File: src/rtl/branch_pkg.sv
// Shared definitions for the ID-stage branch controller: opcode encoding,
// FSM state encoding and the operand-need helper.
package branch_pkg;

  localparam logic [2:0] BR_BEQ  = 3'd0;
  localparam logic [2:0] BR_BNE  = 3'd1;
  localparam logic [2:0] BR_BGTZ = 3'd2;
  localparam logic [2:0] BR_BLEZ = 3'd3;
  localparam logic [2:0] BR_BLTZ = 3'd4;
  localparam logic [2:0] BR_BGEZ = 3'd5;

  typedef enum logic {
    ST_IDLE = 1'b0,
    ST_WAIT = 1'b1
  } state_t;

  // Only the two-register compares depend on rt; everything else tests rs alone.
  function automatic logic needs_rt(input logic [2:0] op);
    return (op == BR_BEQ) || (op == BR_BNE);
  endfunction

endpackage

File: src/rtl/branch_cond.sv
// Purely combinational branch-condition evaluator. Reserved opcodes are
// never taken.
module branch_cond
  import branch_pkg::*;
(
  input  logic [2:0]  op,
  input  logic [31:0] rs,
  input  logic [31:0] rt,
  output logic        taken
);

  logic rs_nonneg;
  logic rs_nonzero;

  assign rs_nonneg  = ~rs[31];
  assign rs_nonzero = |rs;

  // Select the condition for the current opcode.
  always_comb begin
    // NOTE: taken gets a default before the case so no path leaves it unassigned (no latch).
    taken = 1'b0;
    case (op)
      BR_BEQ:  taken = (rs == rt);
      BR_BNE:  taken = (rs != rt);
      BR_BGTZ: taken = rs_nonneg & rs_nonzero;
      BR_BLEZ: taken = rs[31] | ~rs_nonzero;
      BR_BLTZ: taken = rs[31];
      BR_BGEZ: taken = rs_nonneg;
      default: taken = 1'b0;
    endcase
  end

endmodule

File: src/rtl/branch_ctrl.sv
// ID-stage branch controller: stalls while operands are in flight, issues a
// registered one-cycle redirect, keeps saturating branch statistics and a
// sticky wait-limit error flag.
module branch_ctrl
  import branch_pkg::*;
#(
  parameter int MAX_WAIT = 3,
  parameter int CNT_W    = 16
) (
  input  logic             clk,
  input  logic             reset,
  input  logic             br_valid,
  input  logic [2:0]       br_op,
  input  logic [31:0]      rs_val,
  input  logic [31:0]      rt_val,
  input  logic             rs_ready,
  input  logic             rt_ready,
  input  logic [31:0]      target,
  output logic             stall,
  output logic             redirect,
  output logic [31:0]      redirect_pc,
  output logic [CNT_W-1:0] br_cnt,
  output logic [CNT_W-1:0] taken_cnt,
  output logic             err
);

  localparam int WAIT_W = (MAX_WAIT < 2) ? 1 : $clog2(MAX_WAIT + 1);

  state_t            state;
  logic [WAIT_W-1:0] wait_cnt;
  logic              ok;
  logic              taken;
  logic              resolve;

  branch_cond u_cond (
    .op    (br_op),
    .rs    (rs_val),
    .rt    (rt_val),
    .taken (taken)
  );

  // Operands are usable when rs is final and rt is either final or unused.
  assign ok      = rs_ready & (rt_ready | ~needs_rt(br_op));
  assign resolve = br_valid & ok;
  assign stall   = ~reset & br_valid & ~ok;

  // FSM, wait counter, redirect registers, statistics and sticky error.
  always_ff @(posedge clk) begin
    if (reset) begin
      state       <= ST_IDLE;
      wait_cnt    <= '0;
      redirect    <= 1'b0;
      redirect_pc <= '0;
      br_cnt      <= '0;
      taken_cnt   <= '0;
      err         <= 1'b0;
    end else begin
      // NOTE: all state here uses <= so every register samples pre-edge values.
      redirect <= 1'b0;

      case (state)
        ST_IDLE: begin
          if (br_valid && !ok) begin
            state    <= ST_WAIT;
            wait_cnt <= WAIT_W'(1);
          end
        end
        ST_WAIT: begin
          if (!br_valid || ok) begin
            // Either a flush or the branch resolves now; both return to IDLE.
            state    <= ST_IDLE;
            wait_cnt <= '0;
          end else if (wait_cnt == WAIT_W'(MAX_WAIT)) begin
            err <= 1'b1;
          end else begin
            wait_cnt <= wait_cnt + WAIT_W'(1);
          end
        end
        default: begin
          state    <= ST_IDLE;
          wait_cnt <= '0;
        end
      endcase

      if (resolve) begin
        redirect <= taken;
        if (br_cnt != '1) br_cnt <= br_cnt + CNT_W'(1);
        if (taken) begin
          redirect_pc <= target;
          if (taken_cnt != '1) taken_cnt <= taken_cnt + CNT_W'(1);
        end
      end
    end
  end

endmodule

File: config.mk
export PLATFORM = sky130hd
export DESIGN_NAME = branch_ctrl
export DESIGN_NICKNAME = d
export VERILOG_FILES = /design/src/rtl/branch_pkg.sv /design/src/rtl/branch_cond.sv /design/src/rtl/branch_ctrl.sv
export SDC_FILE = /design/constraint.sdc
export NUM_CORES = 1
export LEC_CHECK = 0
export ABC_AREA = 0
export BUFFER_PORTS_ARGS = -buffer_cell sky130_fd_sc_hd__buf_2
export CORE_MARGIN = 2
export CORE_UTILIZATION = 46
export CTS_CLUSTER_DIAMETER = 60
export CTS_CLUSTER_SIZE = 16
export DETAILED_ROUTE_END_ITERATION = 10
export GPL_ROUTABILITY_DRIVEN = 1
export PLACE_DENSITY_LB_ADDON = 0.15
export SLEW_MARGIN = 0
export SYNTH_ARGS = -nofsm -noshare
export SYNTH_HDL_FRONTEND = slang
export SYNTH_SLANG_ARGS = --single-unit
File: constraint.sdc
create_clock -name clk -period 3 [get_ports clk]
set_input_delay 0.15 -clock clk [delete_from_list [all_inputs] [get_ports clk]]
set_output_delay 0.15 -clock clk [all_outputs]
set_load 0.005 [all_outputs]
==> results.md <==
- Power density of the placed cells: 446 nW/µm²
- Number of cells traversed by the worst register-to-register path: 7
- Family of cells with the greatest summed delay on the critical path: simple AND/OR/NAND/NOR gates
- Worst Setup Start Kind: input pin
- Post-route antenna net violation count: 0
- Length of the first detailed-routing pass in iterations: 4
- Number of H-tree levels: 3
- Minimum clock period: 2350 ps
- Largest net degree at the start of global routing: 42
- Post-Synth Adder-Cell Area: 1.11%
- Boundary Pins: 171
- Clk slew on worst S/H paths: 80 ps
- Area fraction in compound gates after synthesis: 4.92%
- Number of enable-type register cells in the synthesized netlist: 0
- Worst Tran Pin Value: 686 ps
- Setup repair after global routing missed its margin: false
- Synth top area cells: dfxtp_1, mux2i_1, xnor2_1
- Sum of buffers and inverters on the critical path: 2
- Data arrival, critical path: 2610 ps
- Count of cells resized by post-cts repair: 0
- Final net count: 658
- Die outline height: 89.8 µm
- Kind of critical path: input pin to flip-flop
- Sequential cell area: 1380 µm²
- Sequential fraction of the synthesis area: 40.8%
- Worst Setup EP: taken_cnt[15]$_SDFFE_PP0P_
- Antenna diodes: 0
- CP max FO: 21
- Wire length on met3: 555 µm
- Final Routed Wirelength: 8180 µm
- Post-synthesis mux area share: 13.0%
- Count of warnings emitted by yosys: 0
- Number of standard-cell rows in the floorplan: 31
- Area of the placeable core: 7180 µm²
- Number of maximum-capacitance violations: 0
- Setup tns final: 0 ps
- Critical path's largest stage delay: 520 ps
- Post-detailed-placement cell area: 4310 µm²
- Setup-violating endpoint count in the final report: 0
- CTS tree: done
- Port Buf Inserts: 170
- Starting DRT DRC Count: 120
- Setup clock skew after layout: 10.2 ps
- Final design area excluding fillers: 4540 µm²
- Series of cell instances along the critical path: buf_2, nor4_1, nand4_1, or4_1, a31o_1, and3b_2, buf_4, or3_1, a21oi_1
- Overall die area: 8060 µm²
- Asr flop ratio synth: 0%
- M1 wire length: 3510 µm
- Worst min path class: input pin to flip-flop
- Share of layout cells above drive strength 1: 36.5%
- Insertion delay to the later sink of the worst-skew pair: 340 ps
- Leading register cell type out of synthesis: dfxtp_1
- Critical Path Start: rs_val[25]
- Routed WL per cell: 12.5 µm
- Starting density of the core: 47.2%
- Mean Syn Cell Area: 8.86 µm²
- Grt total ovfl: 0
- Critical R2R Capture: taken_cnt[0]$_SDFFE_PP0P_
- Hold slack final: 39.6 ps
- Clock root buffer: clkbuf_8
- Uppermost signal routing layer after detailed routing: met4
- Placed wire-length estimate: 6340 µm
- Total CTS buffers: 9
- Slack of the worst reg-to-reg path: 760 ps
- Relative max-transition margin: 54.3%
- Library cells used by synthesis: 42
- Run status: finished, final reports clean
- Vias in the first global route: 3,131
- Layout overhead on the synthesized area: 34.1%
- Sink count of the clock tree: 69
- Gate count of the mapped netlist: 382
- Post-synthesis cell area: 3390 µm²
- Worst ir drop on vdd: 0.000206 V
- Total routing usage reported by global routing: 20.4%
- Required time worst endpoint: 3260 ps
- Max Fclk: 0.426 GHz
- Synthesized net count: 489
- Clock tree buffer depth: 2
- Main combinational cell family by area after synthesis: simple AND/OR/NAND/NOR gates
- Category of the worst setup path capture point: flip-flop
- Met2 WL post-DR: 4010 µm
- Util after Layout: 63.3%
- Vias/cell: 5.07
- Initial antenna violation count: 0
- Register bit total from synthesis: 69
- Period utilization: 78.2%
- Top cell type by total area after synthesis: dfxtp_1
- Fin. Hold Viols: 0
- Xor and xnor fraction of the mapped netlist area: 11.6%
- Number of DRC violations after detailed routing: 0
- Footprint of the multi-input gates: 1910 µm²
- Stages on worst setup path: 9
- Critical R2R Launch: taken_cnt[0]$_SDFFE_PP0P_
- Filler Cells Inserted: 665
- Hold bufs inserted after CTS: 0
- Vias: 3,319
- Slew Limit Fails: 0
- Global-route wire length before repair: 13,700 µm
- Portion of synthesized cell area occupied by the leading cell type: 40.8%
- Highest-delay cell along the critical path: or4_1
- Placer's final routability congestion estimate: 0.850
- Simple-Gate Fraction of Synth Area: 25.5%
- Die Width: 89.8 µm
- Number of post-CTS setup repair buffers: 0
- Leak Pwr: 2.24 nW
==> worst min-delay path by stage <==
| stage | endpoint | depth (start not counted) | slack [ps] | startpoint |
|---|---|---|---|---|
| after CTS | redirect_pc[17]$_SDFFE_PP0P_ | 3 | 20 | target[17] |
| after detailed placement | redirect_pc[17]$_SDFFE_PP0P_ | 3 | 390 | target[17] |
| after global routing | redirect_pc[9]$_SDFFE_PP0P_ | 3 | 30 | target[9] |
| after global placement | redirect_pc[17]$_SDFFE_PP0P_ | 3 | 380 | target[17] |
| final | redirect_pc[17]$_SDFFE_PP0P_ | 3 | 40 | target[17] |
| after floorplan | redirect_pc[0]$_SDFFE_PP0P_ | 2 | 290 | target[0] |
==> cells in the final DEF, fill, tap and decap left out, drive strengths merged, types with 3 or more instances in the layout <==
cell    netlist  routed
buf           8     174
clkbuf        8      10
or3           6       6
nand3        17      17
xor2         10      10
xnor2        35      35
o21ai         7       7
nor2         63      63
mux2          9       9
nor4         13      13
ha            3       3
dfxtp        69      69
nor3         13      13
and3          4       4
inv           5       6
mux2i        34      34
a21oi         8       8
nor2b         9       9
nand4        14      14
nand2        23      23
==> flip-flops by register name (all words and copies together) (netlist names) <==
register     count
br_cnt          16
err              1
redirect         1
redirect_pc     32
state            1
taken_cnt       16
wait_cnt         2
==> tightest hold or removal path: cells and delay by family <==
| family | cells | cell delay (ps) |
|---|---|---|
| simple gates | 1 | 70 |
| mux | 1 | 50 |
| buf+inv | 1 | 70 |
==> cell families after synthesis <==
group / count (synthesis)
and+or+nand+nor: 175
DFF: 69
xor gates and xnor gates: 45
muxes: 43
AOI/OAI and AO/OA: 26
buffers and inverters: 21
adders and majority gates: 3
==> per-layer routing <==
layer	vias up	global-route usage [%]
met3	13	6.20
met4	0	6.92
met1	1506	24.8
met2	124	34.4
li1	1676	-
met5	-	0
==> Yosys cell counts, types with 8 or more instances <==
cell type and number:
nand2_1 23, xor2_1 10, nand4_1 14, xnor2_1 35
a21oi_1 8, nand3_1 17, dfxtp_1 69, clkbuf_1 8
mux2_2 9, nor4_1 13, mux2i_1 34, nor2b_1 9
nor2_1 63, nor3_1 13
==> stage by stage <==
stage / worst slack [ps] / total power [mW] / std cells
global placement: 337 / 1.19 / 639
global route: 526 / 2.12 / 655
finish: 655 / 2.02 / 655
CTS: 685 / 2.05 / 655
detailed placement: 303 / 1.20 / 639
floorplan: 755 / 1.08 / 382
==> power breakdown <==
part	leakage, nW	switching [mW]	internal, mW	total [mW]
Clock	0.113	0.352	0.496	0.848
Combinational	1.57	0.109	0.123	0.233
Sequential	0.558	0.0105	0.934	0.944
Total	2.24	0.472	1.55	2.02
==> cell type report <==
| type | count | area share, % |
|---|---|---|
| repair buffers | 174 | 19.4 |
| clock inverters | 6 | 2.07 |
| inverters | 5 | 0.413 |
| clock buffers | 10 | 3.03 |
| multi-input cells | 292 | 42.0 |
| well taps | 99 | 2.73 |
| flip-flops and latches | 69 | 30.4 |
Note: power is estimated with default switching activity, not from simulation.
